### src/rtl/score_pkg.sv
// Shared types and constants for the score controller slice.
package score_pkg;

    typedef enum logic [1:0] {
        IDLE       = 2'b00,
        PLAY       = 2'b01,
        OVER_BLINK = 2'b10,
        OVER_HOLD  = 2'b11
    } state_t;

    localparam int unsigned REQ_HIT   = 0;
    localparam int unsigned REQ_BONUS = 1;
    localparam int unsigned REQ_MISS  = 2;
    localparam int unsigned N_REQ     = 3;
    localparam int unsigned SCORE_W   = 7;

endpackage

### src/rtl/score_if.sv
// Game-control, point-request handshake and display signals of the score controller.
interface score_if;
    import score_pkg::*;

    logic               start;
    logic               game_end;
    logic               hit_req;
    logic               hit_ack;
    logic               bonus_req;
    logic               bonus_ack;
    logic               miss_req;
    logic               miss_ack;
    logic [SCORE_W-1:0] score;
    logic [SCORE_W-1:0] high_score;
    logic               disp_sel;
    logic               disp_blank;
    logic               new_high;
    logic [1:0]         state;

    modport master (
        output start, game_end, hit_req, bonus_req, miss_req,
        input  hit_ack, bonus_ack, miss_ack, score, high_score,
               disp_sel, disp_blank, new_high, state
    );

    modport slave (
        input  start, game_end, hit_req, bonus_req, miss_req,
        output hit_ack, bonus_ack, miss_ack, score, high_score,
               disp_sel, disp_blank, new_high, state
    );

endinterface

### src/rtl/rr_arb3.sv
// Three-way round-robin arbiter; the pointer names the first requester searched.
module rr_arb3
    import score_pkg::*;
(
    input  logic             clk,
    input  logic             rst_n,
    input  logic [N_REQ-1:0] req,
    input  logic [N_REQ-1:0] mask,
    input  logic             advance,
    output logic [N_REQ-1:0] grant
);

    logic [1:0]       ptr_q;
    logic [N_REQ-1:0] elig;

    assign elig = req & ~mask;

    // Priority rotates with the pointer: hit -> bonus -> miss -> hit.
    always_comb begin
        grant = '0;
        case (ptr_q)
            2'(REQ_HIT): begin
                if      (elig[REQ_HIT])   grant[REQ_HIT]   = 1'b1;
                else if (elig[REQ_BONUS]) grant[REQ_BONUS] = 1'b1;
                else if (elig[REQ_MISS])  grant[REQ_MISS]  = 1'b1;
            end
            2'(REQ_BONUS): begin
                if      (elig[REQ_BONUS]) grant[REQ_BONUS] = 1'b1;
                else if (elig[REQ_MISS])  grant[REQ_MISS]  = 1'b1;
                else if (elig[REQ_HIT])   grant[REQ_HIT]   = 1'b1;
            end
            default: begin
                if      (elig[REQ_MISS])  grant[REQ_MISS]  = 1'b1;
                else if (elig[REQ_HIT])   grant[REQ_HIT]   = 1'b1;
                else if (elig[REQ_BONUS]) grant[REQ_BONUS] = 1'b1;
            end
        endcase
    end

    always_ff @(posedge clk or negedge rst_n) begin
        if (!rst_n) begin
            ptr_q <= 2'(REQ_HIT);
        end else if (advance) begin
            if      (grant[REQ_HIT])   ptr_q <= 2'(REQ_BONUS);
            else if (grant[REQ_BONUS]) ptr_q <= 2'(REQ_MISS);
            else if (grant[REQ_MISS])  ptr_q <= 2'(REQ_HIT);
        end
    end

endmodule

### src/rtl/score_controller.sv
// Game-phase sequencer owning the score, high score, point arbitration and display control.
module score_controller
    import score_pkg::*;
#(
    parameter int unsigned MAX_SCORE   = 99,
    parameter int unsigned HIT_PTS     = 1,
    parameter int unsigned BONUS_PTS   = 5,
    parameter int unsigned MISS_PTS    = 2,
    parameter int unsigned BLINK_DIV   = 25000000,
    parameter int unsigned OVER_BLINKS = 6
) (
    input  logic clk,
    input  logic clr,
    score_if.slave bus
);

    localparam int unsigned BLINK_W = $clog2(BLINK_DIV);
    localparam int unsigned TOG_W   = $clog2(OVER_BLINKS + 1);

    state_t             state_q;
    logic [SCORE_W-1:0] score_q;
    logic [SCORE_W-1:0] high_q;
    logic [N_REQ-1:0]   ack_q;
    logic               sel_q;
    logic               blank_q;
    logic               new_high_q;
    logic [BLINK_W-1:0] blink_q;
    logic [TOG_W-1:0]   tog_q;

    logic [N_REQ-1:0]   req;
    logic [N_REQ-1:0]   grant;
    logic               advance;
    logic               restart;

    assign req     = {bus.miss_req, bus.bonus_req, bus.hit_req};
    assign advance = (state_q == PLAY) && !bus.game_end;
    assign restart = bus.start && (state_q != PLAY);

    rr_arb3 u_arb (
        .clk     (clk),
        .rst_n   (clr),
        .req     (req),
        .mask    (ack_q),
        .advance (advance),
        .grant   (grant)
    );

    // Saturating add through an 8-bit intermediate.
    function automatic logic [SCORE_W-1:0] add_sat(input logic [SCORE_W-1:0] s,
                                                   input int unsigned pts);
        logic [7:0] sum;
        sum = {1'b0, s} + 8'(pts);
        return (sum > 8'(MAX_SCORE)) ? SCORE_W'(MAX_SCORE) : sum[SCORE_W-1:0];
    endfunction

    always_ff @(posedge clk or negedge clr) begin
        if (!clr) begin
            state_q    <= IDLE;
            score_q    <= '0;
            high_q     <= '0;
            ack_q      <= '0;
            sel_q      <= 1'b1;
            blank_q    <= 1'b0;
            new_high_q <= 1'b0;
            blink_q    <= '0;
            tog_q      <= '0;
        end else begin
            ack_q <= '0;
            if (restart) begin
                state_q    <= PLAY;
                score_q    <= '0;
                new_high_q <= 1'b0;
                sel_q      <= 1'b0;
                blank_q    <= 1'b0;
                blink_q    <= '0;
                tog_q      <= '0;
            end else begin
                case (state_q)
                    IDLE: begin
                        sel_q   <= 1'b1;
                        score_q <= '0;
                    end
                    PLAY: begin
                        if (bus.game_end) begin
                            state_q <= OVER_BLINK;
                            blank_q <= 1'b0;
                            blink_q <= '0;
                            tog_q   <= '0;
                            if (score_q > high_q) begin
                                high_q     <= score_q;
                                new_high_q <= 1'b1;
                            end
                        end else begin
                            ack_q <= grant;
                            if (grant[REQ_HIT])
                                score_q <= add_sat(score_q, HIT_PTS);
                            else if (grant[REQ_BONUS])
                                score_q <= add_sat(score_q, BONUS_PTS);
                            else if (grant[REQ_MISS])
                                score_q <= (score_q < SCORE_W'(MISS_PTS)) ? '0
                                           : score_q - SCORE_W'(MISS_PTS);
                        end
                    end
                    OVER_BLINK: begin
                        // The final toggle lands the display steady-on and hands over to hold.
                        if (blink_q == BLINK_W'(BLINK_DIV - 1)) begin
                            blink_q <= '0;
                            if (tog_q == TOG_W'(OVER_BLINKS - 1)) begin
                                blank_q <= 1'b0;
                                tog_q   <= '0;
                                state_q <= OVER_HOLD;
                            end else begin
                                blank_q <= ~blank_q;
                                tog_q   <= tog_q + 1'b1;
                            end
                        end else begin
                            blink_q <= blink_q + 1'b1;
                        end
                    end
                    OVER_HOLD: ;
                    default: state_q <= IDLE;
                endcase
            end
        end
    end

    assign bus.hit_ack    = ack_q[REQ_HIT];
    assign bus.bonus_ack  = ack_q[REQ_BONUS];
    assign bus.miss_ack   = ack_q[REQ_MISS];
    assign bus.score      = score_q;
    assign bus.high_score = high_q;
    assign bus.disp_sel   = sel_q;
    assign bus.disp_blank = blank_q;
    assign bus.new_high   = new_high_q;
    assign bus.state      = state_q;

endmodule

### src/flat_wrapper.sv
// flat-port wrapper written by rule: the top's interface ports become plain ports
module score_controller_flat import score_pkg::*;
#(
    parameter int unsigned MAX_SCORE   = 99,
    parameter int unsigned HIT_PTS     = 1,
    parameter int unsigned BONUS_PTS   = 5,
    parameter int unsigned MISS_PTS    = 2,
    parameter int unsigned BLINK_DIV   = 25000000,
    parameter int unsigned OVER_BLINKS = 6
)
  (clk, clr, bus_start, bus_game_end, bus_hit_req, bus_bonus_req, bus_miss_req, bus_hit_ack, bus_bonus_ack, bus_miss_ack, bus_score, bus_high_score, bus_disp_sel, bus_disp_blank, bus_new_high, bus_state);
  score_if bus_i ();
  input  logic clk;
  input  logic clr;
  input wire logic [$bits(bus_i.start)-1:0] bus_start;
  input wire logic [$bits(bus_i.game_end)-1:0] bus_game_end;
  input wire logic [$bits(bus_i.hit_req)-1:0] bus_hit_req;
  input wire logic [$bits(bus_i.bonus_req)-1:0] bus_bonus_req;
  input wire logic [$bits(bus_i.miss_req)-1:0] bus_miss_req;
  output wire logic [$bits(bus_i.hit_ack)-1:0] bus_hit_ack;
  output wire logic [$bits(bus_i.bonus_ack)-1:0] bus_bonus_ack;
  output wire logic [$bits(bus_i.miss_ack)-1:0] bus_miss_ack;
  output wire logic [$bits(bus_i.score)-1:0] bus_score;
  output wire logic [$bits(bus_i.high_score)-1:0] bus_high_score;
  output wire logic [$bits(bus_i.disp_sel)-1:0] bus_disp_sel;
  output wire logic [$bits(bus_i.disp_blank)-1:0] bus_disp_blank;
  output wire logic [$bits(bus_i.new_high)-1:0] bus_new_high;
  output wire logic [$bits(bus_i.state)-1:0] bus_state;
  assign bus_i.start = bus_start;
  assign bus_i.game_end = bus_game_end;
  assign bus_i.hit_req = bus_hit_req;
  assign bus_i.bonus_req = bus_bonus_req;
  assign bus_i.miss_req = bus_miss_req;
  assign bus_hit_ack = bus_i.hit_ack;
  assign bus_bonus_ack = bus_i.bonus_ack;
  assign bus_miss_ack = bus_i.miss_ack;
  assign bus_score = bus_i.score;
  assign bus_high_score = bus_i.high_score;
  assign bus_disp_sel = bus_i.disp_sel;
  assign bus_disp_blank = bus_i.disp_blank;
  assign bus_new_high = bus_i.new_high;
  assign bus_state = bus_i.state;
  score_controller #(.MAX_SCORE(MAX_SCORE), .HIT_PTS(HIT_PTS), .BONUS_PTS(BONUS_PTS), .MISS_PTS(MISS_PTS), .BLINK_DIV(BLINK_DIV), .OVER_BLINKS(OVER_BLINKS)) u_core (.clk(clk), .clr(clr), .bus(bus_i));
endmodule
### config.mk
export PLATFORM = sky130hd
export DESIGN_NAME = score_controller_flat
export DESIGN_NICKNAME = d
export VERILOG_FILES = /design/src/rtl/score_pkg.sv /design/src/rtl/score_if.sv /design/src/rtl/rr_arb3.sv /design/src/rtl/score_controller.sv /design/src/flat_wrapper.sv
export SDC_FILE = /design/constraint.sdc
export NUM_CORES = 1
export LEC_CHECK = 0
export BUFFER_PORTS_ARGS = -buffer_cell sky130_fd_sc_hd__buf_2
export CAP_MARGIN = 10
export CORE_AREA = 3 3 106 108
export DETAILED_ROUTE_END_ITERATION = 8
export DIE_AREA = 0 0 109 111
export GPL_ROUTABILITY_DRIVEN = 1
export PLACE_DENSITY = 0.52
export SETUP_SLACK_MARGIN = 0.4
export SLEW_MARGIN = 20
export SYNTH_ARGS = -nofsm -noshare
export SYNTH_HDL_FRONTEND = slang
export SYNTH_SLANG_ARGS = --single-unit
### constraint.sdc
create_clock -name clk -period 4.7 [get_ports clk]
set_clock_uncertainty 0.2 [all_clocks]
set_input_delay 0.94 -clock clk [delete_from_list [all_inputs] [get_ports clk]]
set_output_delay 0.94 -clock clk [all_outputs]
set_load 0.01 [all_outputs]
; ---- Word level (Yosys, flattened, before mapping)
; Index checks and enable logic that the tools add are counted.
; Widths: inputs -> output; s select.
[word_totals]
in_bits = 7
reg_bits = 52
[classes]
order_cmp = 4
muxes = 50
n_bitwise = 4
reduce_logical = 19
eq_ne = 11
n_addsub = 5
[op_table]
columns = cell, n
row1 = $mux 25, 3
row2 = $mux 7, 8
row3 = $pmux 25 s2, 1
row4 = $add 25x1->25 const B, 1
row5 = $eq 25x25->1 const B, 1
row6 = $mux 3, 7
row7 = $mux 2, 9
row8 = $mux 1, 17
row9 = $gt 8x7->1 const B, 2
row10 = $pmux 7 s2, 1
row11 = $pmux 3 s2, 2
row12 = $reduce_and 3->1, 3
row13 = $reduce_bool 3->1, 3
row14 = $add 7x1->8 const B, 1
row15 = $add 7x3->8 const B, 1
row16 = $reduce_and 4->1, 2
row17 = $reduce_bool 2->1, 4
row18 = $gt 7x7->1, 1
row19 = $lt 7x2->1 const B, 1
row20 = $sub 7x2->7 const B, 1
row21 = $ne 3x1->1 const B, 2
row22 = $ne 3x2->1 const B, 2
row23 = $ne 5x1->1 const B, 1
row24 = $eq 2x1->1 const B, 2
row25 = other kinds (13), 17

; ---- Logic depth before layout (Yosys ltp)
[depth]
ltp_word = 12
ltp_mapped = 10

; ---- Hierarchy
; A second synthesis with hierarchy kept.
[hier_totals]
cells_unflattened = 372
area_unflattened_um2 = 3320.7
[by_module_without_submodules]
columns = mod, cells_per_inst, instances, area_per_inst_um2
row1 = score_controller, 350, 1, 3144.3
row2 = rr_arb3, 22, 1, 176.4

; ---- Least setup slack after synthesis
; Ideal clock, no wire load.
[synth_timing]
path_type = input-to-reg
startpoint = input bus_bonus_req
endpoint = register u_core.score_q[4], in the netlist u_core.bus.score[4]
setup_time_ps = 82
required_time_ps = 4418
arrival_ps = 2285
stages = 6
slack_ps = 2133
cell_sequence = or3b_4 a32oi_4 nand2_2 a222oi_1 a31oi_1 o22ai_1
[synth_between]
elab_chain_cells = 10
elab_cells_between_ends = 15
[synth_lines]
columns = item, line
row1 = start: declaration, flat_wrapper.sv:18  ; input wire logic [$bits(bus_i.bonus_req)-1:0] bus_bonus_req;
row2 = $and 3x3->3 *, rr_arb3.sv:16  ; assign elig = req & ~mask;
row3 = $mux 1, "rr_arb3.sv:24, rr_arb3.sv:28, rr_arb3.sv:35"
row4 = $mux 1, rr_arb3.sv:34  ; else if (elig[REQ_HIT]) grant[REQ_HIT] = 1'b1;
row5 = $mux 2, rr_arb3.sv:33  ; if (elig[REQ_MISS]) grant[REQ_MISS] = 1'b1;
row6 = $pmux 3 s2 *, rr_arb3.sv:21  ; case (ptr_q)
row7 = $mux 7, score_controller.sv:97  ; else if (grant[REQ_BONUS])
row8 = $mux 7, score_controller.sv:95  ; if (grant[REQ_HIT])
row9 = $mux 7, score_controller.sv:84  ; if (bus.game_end) begin
row10 = $pmux 7 s2, score_controller.sv:78  ; case (state_q)
row11 = $mux 7, score_controller.sv:69  ; if (restart) begin
row12 = end signal: assignment, score_controller.sv:96  ; score_q <= add_sat(score_q, HIT_PTS);
row13 = end signal: assignment, score_controller.sv:98  ; score_q <= add_sat(score_q, BONUS_PTS);
row14 = end signal: assignment, score_controller.sv:100  ; score_q <= (score_q < SCORE_W'(MISS_PTS)) ? '0
row15 = end: declaration, score_controller.sv:21  ; logic [SCORE_W-1:0] score_q;
; Mark *: on every way between the ends. The rest lies on a longest branch, timed or not. The select of a mux whose other input is x is not followed.
; A chain may end at the register's enable or synchronous reset.

; ---- Worst setup path after layout
[layout_timing]
startpoint = register u_core.score_q[2], in the netlist u_core.bus.score[2]
endpoint = register u_core.score_q[1], in the netlist u_core.bus.score[1]
[layout_between]
elab_chain_cells = 8
elab_cells_between_ends = 14
[layout_lines]
columns = item, line
row1 = $add 7x3->8 or $lt 7x2->1 (tied branches), "score_controller.sv:52, score_controller.sv:100"
row2 = $gt 8x7->1 or $mux 7 (tied branches), "score_controller.sv:53, score_controller.sv:100"
row3 = $mux 7 (on tied branches), "score_controller.sv:53, score_controller.sv:99"
row4 = $mux 7, score_controller.sv:97
row5 = $mux 7 *, score_controller.sv:95
row6 = $mux 7 *, score_controller.sv:84
row7 = $pmux 7 s2 *, score_controller.sv:78
row8 = $mux 7 *, score_controller.sv:69
; Marks and branches as above.

==> results.json <==
{
  "core_mm2": 0.01032,
  "drive_above_1_share": 0.1734,
  "setup_viol": 0,
  "io_pins": 29,
  "p_leak_nw": 1.746,
  "postCtsHoldBufs": 0,
  "yosys.area_share.simple": 0.2530,
  "startpoint_type": "flop",
  "route.detailed.drc": 0,
  "drtIter0Drc": 127,
  "numCtsBuffers": 5,
  "p_per_area_mw_per_mm2": 489.3,
  "viasPerCell": 5.294,
  "route.vias.total": 2949,
  "grt_overflow": 0,
  "htree_levels": 2,
  "design_area_mm2": 0.003934,
  "grt_pass1_vias": 3022,
  "yosysTopAreaCellShare": 0.3569,
  "synth_seq_area_share": 0.3642,
  "clk_path_buf_depth": 2,
  "hpwl_um": 6381,
  "fillers": 1036,
  "path_max_fanout": 16,
  "clk_pin_slew_ns": 0.10,
  "portBuffers": 28,
  "synth_edf_count": 0,
  "ys.flop_type": "dfrtp_1",
  "netlist_area_mm2": 0.003576,
  "post-route-worst-setup-slack_ns": 1.917,
  "whs_ns": 0.2758,
  "cts_tree": "built",
  "die_y_um": 111,
  "die_w_um": 109,
  "synth_top_family_by_area": "simple AND/OR/NAND/NOR gates",
  "synth_xor_area_frac": 0.06123,
  "multi_input_area_mm2": 0.002112,
  "arrival_ns": 2.81,
  "reg2reg_slack_ns": 1.92,
  "syn-num-nets": 420,
  "grt_pass1_wl_um": 14770,
  "routabilityCongestion": 0.8454,
  "grt_usage": 0.1496,
  "finalPower_mw": 1.925,
  "tightest_slew_ns": 0.7207,
  "final_util": 0.3810,
  "whs_path_depth": 1,
  "antenna_found_initial": 0,
  "hold_class": "reg -> reg",
  "cts_root_buffer": "clkbuf_8",
  "tns_ns": 0,
  "rsz0062_at_grt": "no",
  "dr.pass1.iters": 4,
  "endpoint_kind": "flop",
  "path_class": "reg -> reg",
  "period_share": 0.5922,
  "rows": 37,
  "synth_common_cells": "51 x dfrtp_1, 43 x nand2_1, 38 x nor2_1, 18 x ha_1, 18 x o21ai_0",
  "synth-compound-area-share": 0.1872,
  "dp.cells": 549,
  "yosysMostFrequentCell": "dfrtp_1",
  "slew-limit-headroom": 0.5187,
  "wl_per_cell_um": 15.33,
  "finalCriticalPeriod_ns": 2.783,
  "synth.largest_area_cell": "dfrtp_1",
  "clk_latency_ns": 0.31,
  "register_area_mm2": 0.001303,
  "required_ns": 4.73,
  "fin_cells": 557,
  "ys_top_cells_by_area": "dfrtp_1 36%, ha_1 6.3%, nand2_1 4.5%",
  "status": "completed",
  "muxShareOfSynthArea": 0.02624,
  "diodes": 0,
  "fin_nets": 445,
  "die_area_mm2": 0.01210,
  "synth_fa_ha_area_frac": 0.06298,
  "cts_resized": 0,
  "synthArstFlopShare": 1.000,
  "avgSynthCellArea_um2": 9.053,
  "area_growth_pct": 10.01,
  "r2r_cells": 8,
  "dp_slack_ns": 1.754,
  "fmax_mhz": 359.3,
  "place_area_mm2": 0.003807,
  "cap_violations": 0,
  "clock-sinks": 52,
  "finalWirelength_um": 8541,
  "ant_nets": 0,
  "ir_drop_mv": 0.1550,
  "postCtsSetupBuffers": 0,
  "finalHoldViolCount": 0,
  "ys_ff_latch": 52,
  "synth.distinct_cells": 75,
  "yosys_warnings": 0,
  "slew_violations": 0,
  "syn-instance-count": 395,
  "grt_start_max_net_pins": 28,
  "start_util": 0.3464
}
cell families (layout without fill, tap and decap cells):
family,count (synthesis),count (layout)
simple gates,171,171
fa+ha+maj,18,18
buf+inv,30,56
xor+xnor,25,25
mux,9,9
flops,52,52
compound gates,90,90
report_power, final:
part	total, mW	leakage, nW	switching, mW	internal [mW]
combinational	0.924	0.998	0.557	0.367
sequential	0.660	0.683	0.149	0.511
clock	0.341	0.0645	0.153	0.188
worst max-delay path, cell delays in order, from the launching register on:
cell      delay (ns)
dfrtp_1         0.65
inv_1           0.17
ha_1            0.23
a21oi_1         0.35
nor2_1          0.18
or3_1           0.38
o211a_1         0.16
a221o_1         0.31
o221ai_1        0.07
area by class of cell:
class	instances	share of cell area
multi-input combinational	313	0.5369
sequential	52	0.3311
tap	136	0.04326
timing repair buffer	30	0.03944
clock buffer	7	0.02449
inverter	18	0.01718
clock inverter	1	0.007634
cell usage in the layout (no fill, tap or decap), drive strengths merged, types with 6 or more instances in the layout:
master	netlist	routed
clkbuf	6	7
nand2	45	45
a21o	9	9
xor2	13	13
o21ai	19	19
nor3	11	11
dfrtp	51	51
nand3	13	13
mux2i	6	6
and2	7	7
ha	18	18
inv	17	17
a21oi	15	15
o31ai	6	6
nor2	38	38
buf	5	30
o21a	6	6
nand2b	12	12
xnor2	12	12
nand4	8	8
sequential cells by signal (all words and copies together), names as in the netlist:
name / flops
u_core.ack_q: 3
u_core.blink_q: 25
u_core.bus.disp_blank: 1
u_core.bus.disp_sel: 1
u_core.bus.high_score: 7
u_core.bus.new_high: 1
u_core.bus.score: 7
u_core.bus.state: 2
u_core.tog_q: 3
u_core.u_arb.ptr_q: 2
routing by layer:
layer,vias to the layer above,global-route usage,wire length [µm]
met4,0,0.03704,103
met1,1436,0.1924,3779
met2,47,0.2580,4366
li1,1457,-,-
met5,-,0,0
met3,9,0.02446,292
path summary, 6_finish.rpt:
kind	start	endpoint
max in group asynchronous	clr	u_core.bus.disp_sel$_DFFE_PN1P_
worst max-delay path	u_core.bus.score[2]$_DFFE_PN0P_	u_core.bus.score[1]$_DFFE_PN0P_
worst max register to register	u_core.bus.score[2]$_DFFE_PN0P_	u_core.bus.score[1]$_DFFE_PN0P_
worst min-delay path	u_core.bus.disp_blank$_DFFE_PN0P_	u_core.bus.disp_blank$_DFFE_PN0P_
min in group asynchronous	clr	u_core.blink_q[4]$_DFFE_PN0P_
worst min register to register	u_core.bus.disp_blank$_DFFE_PN0P_	u_core.bus.disp_blank$_DFFE_PN0P_
(Power assumes the default switching activity.)
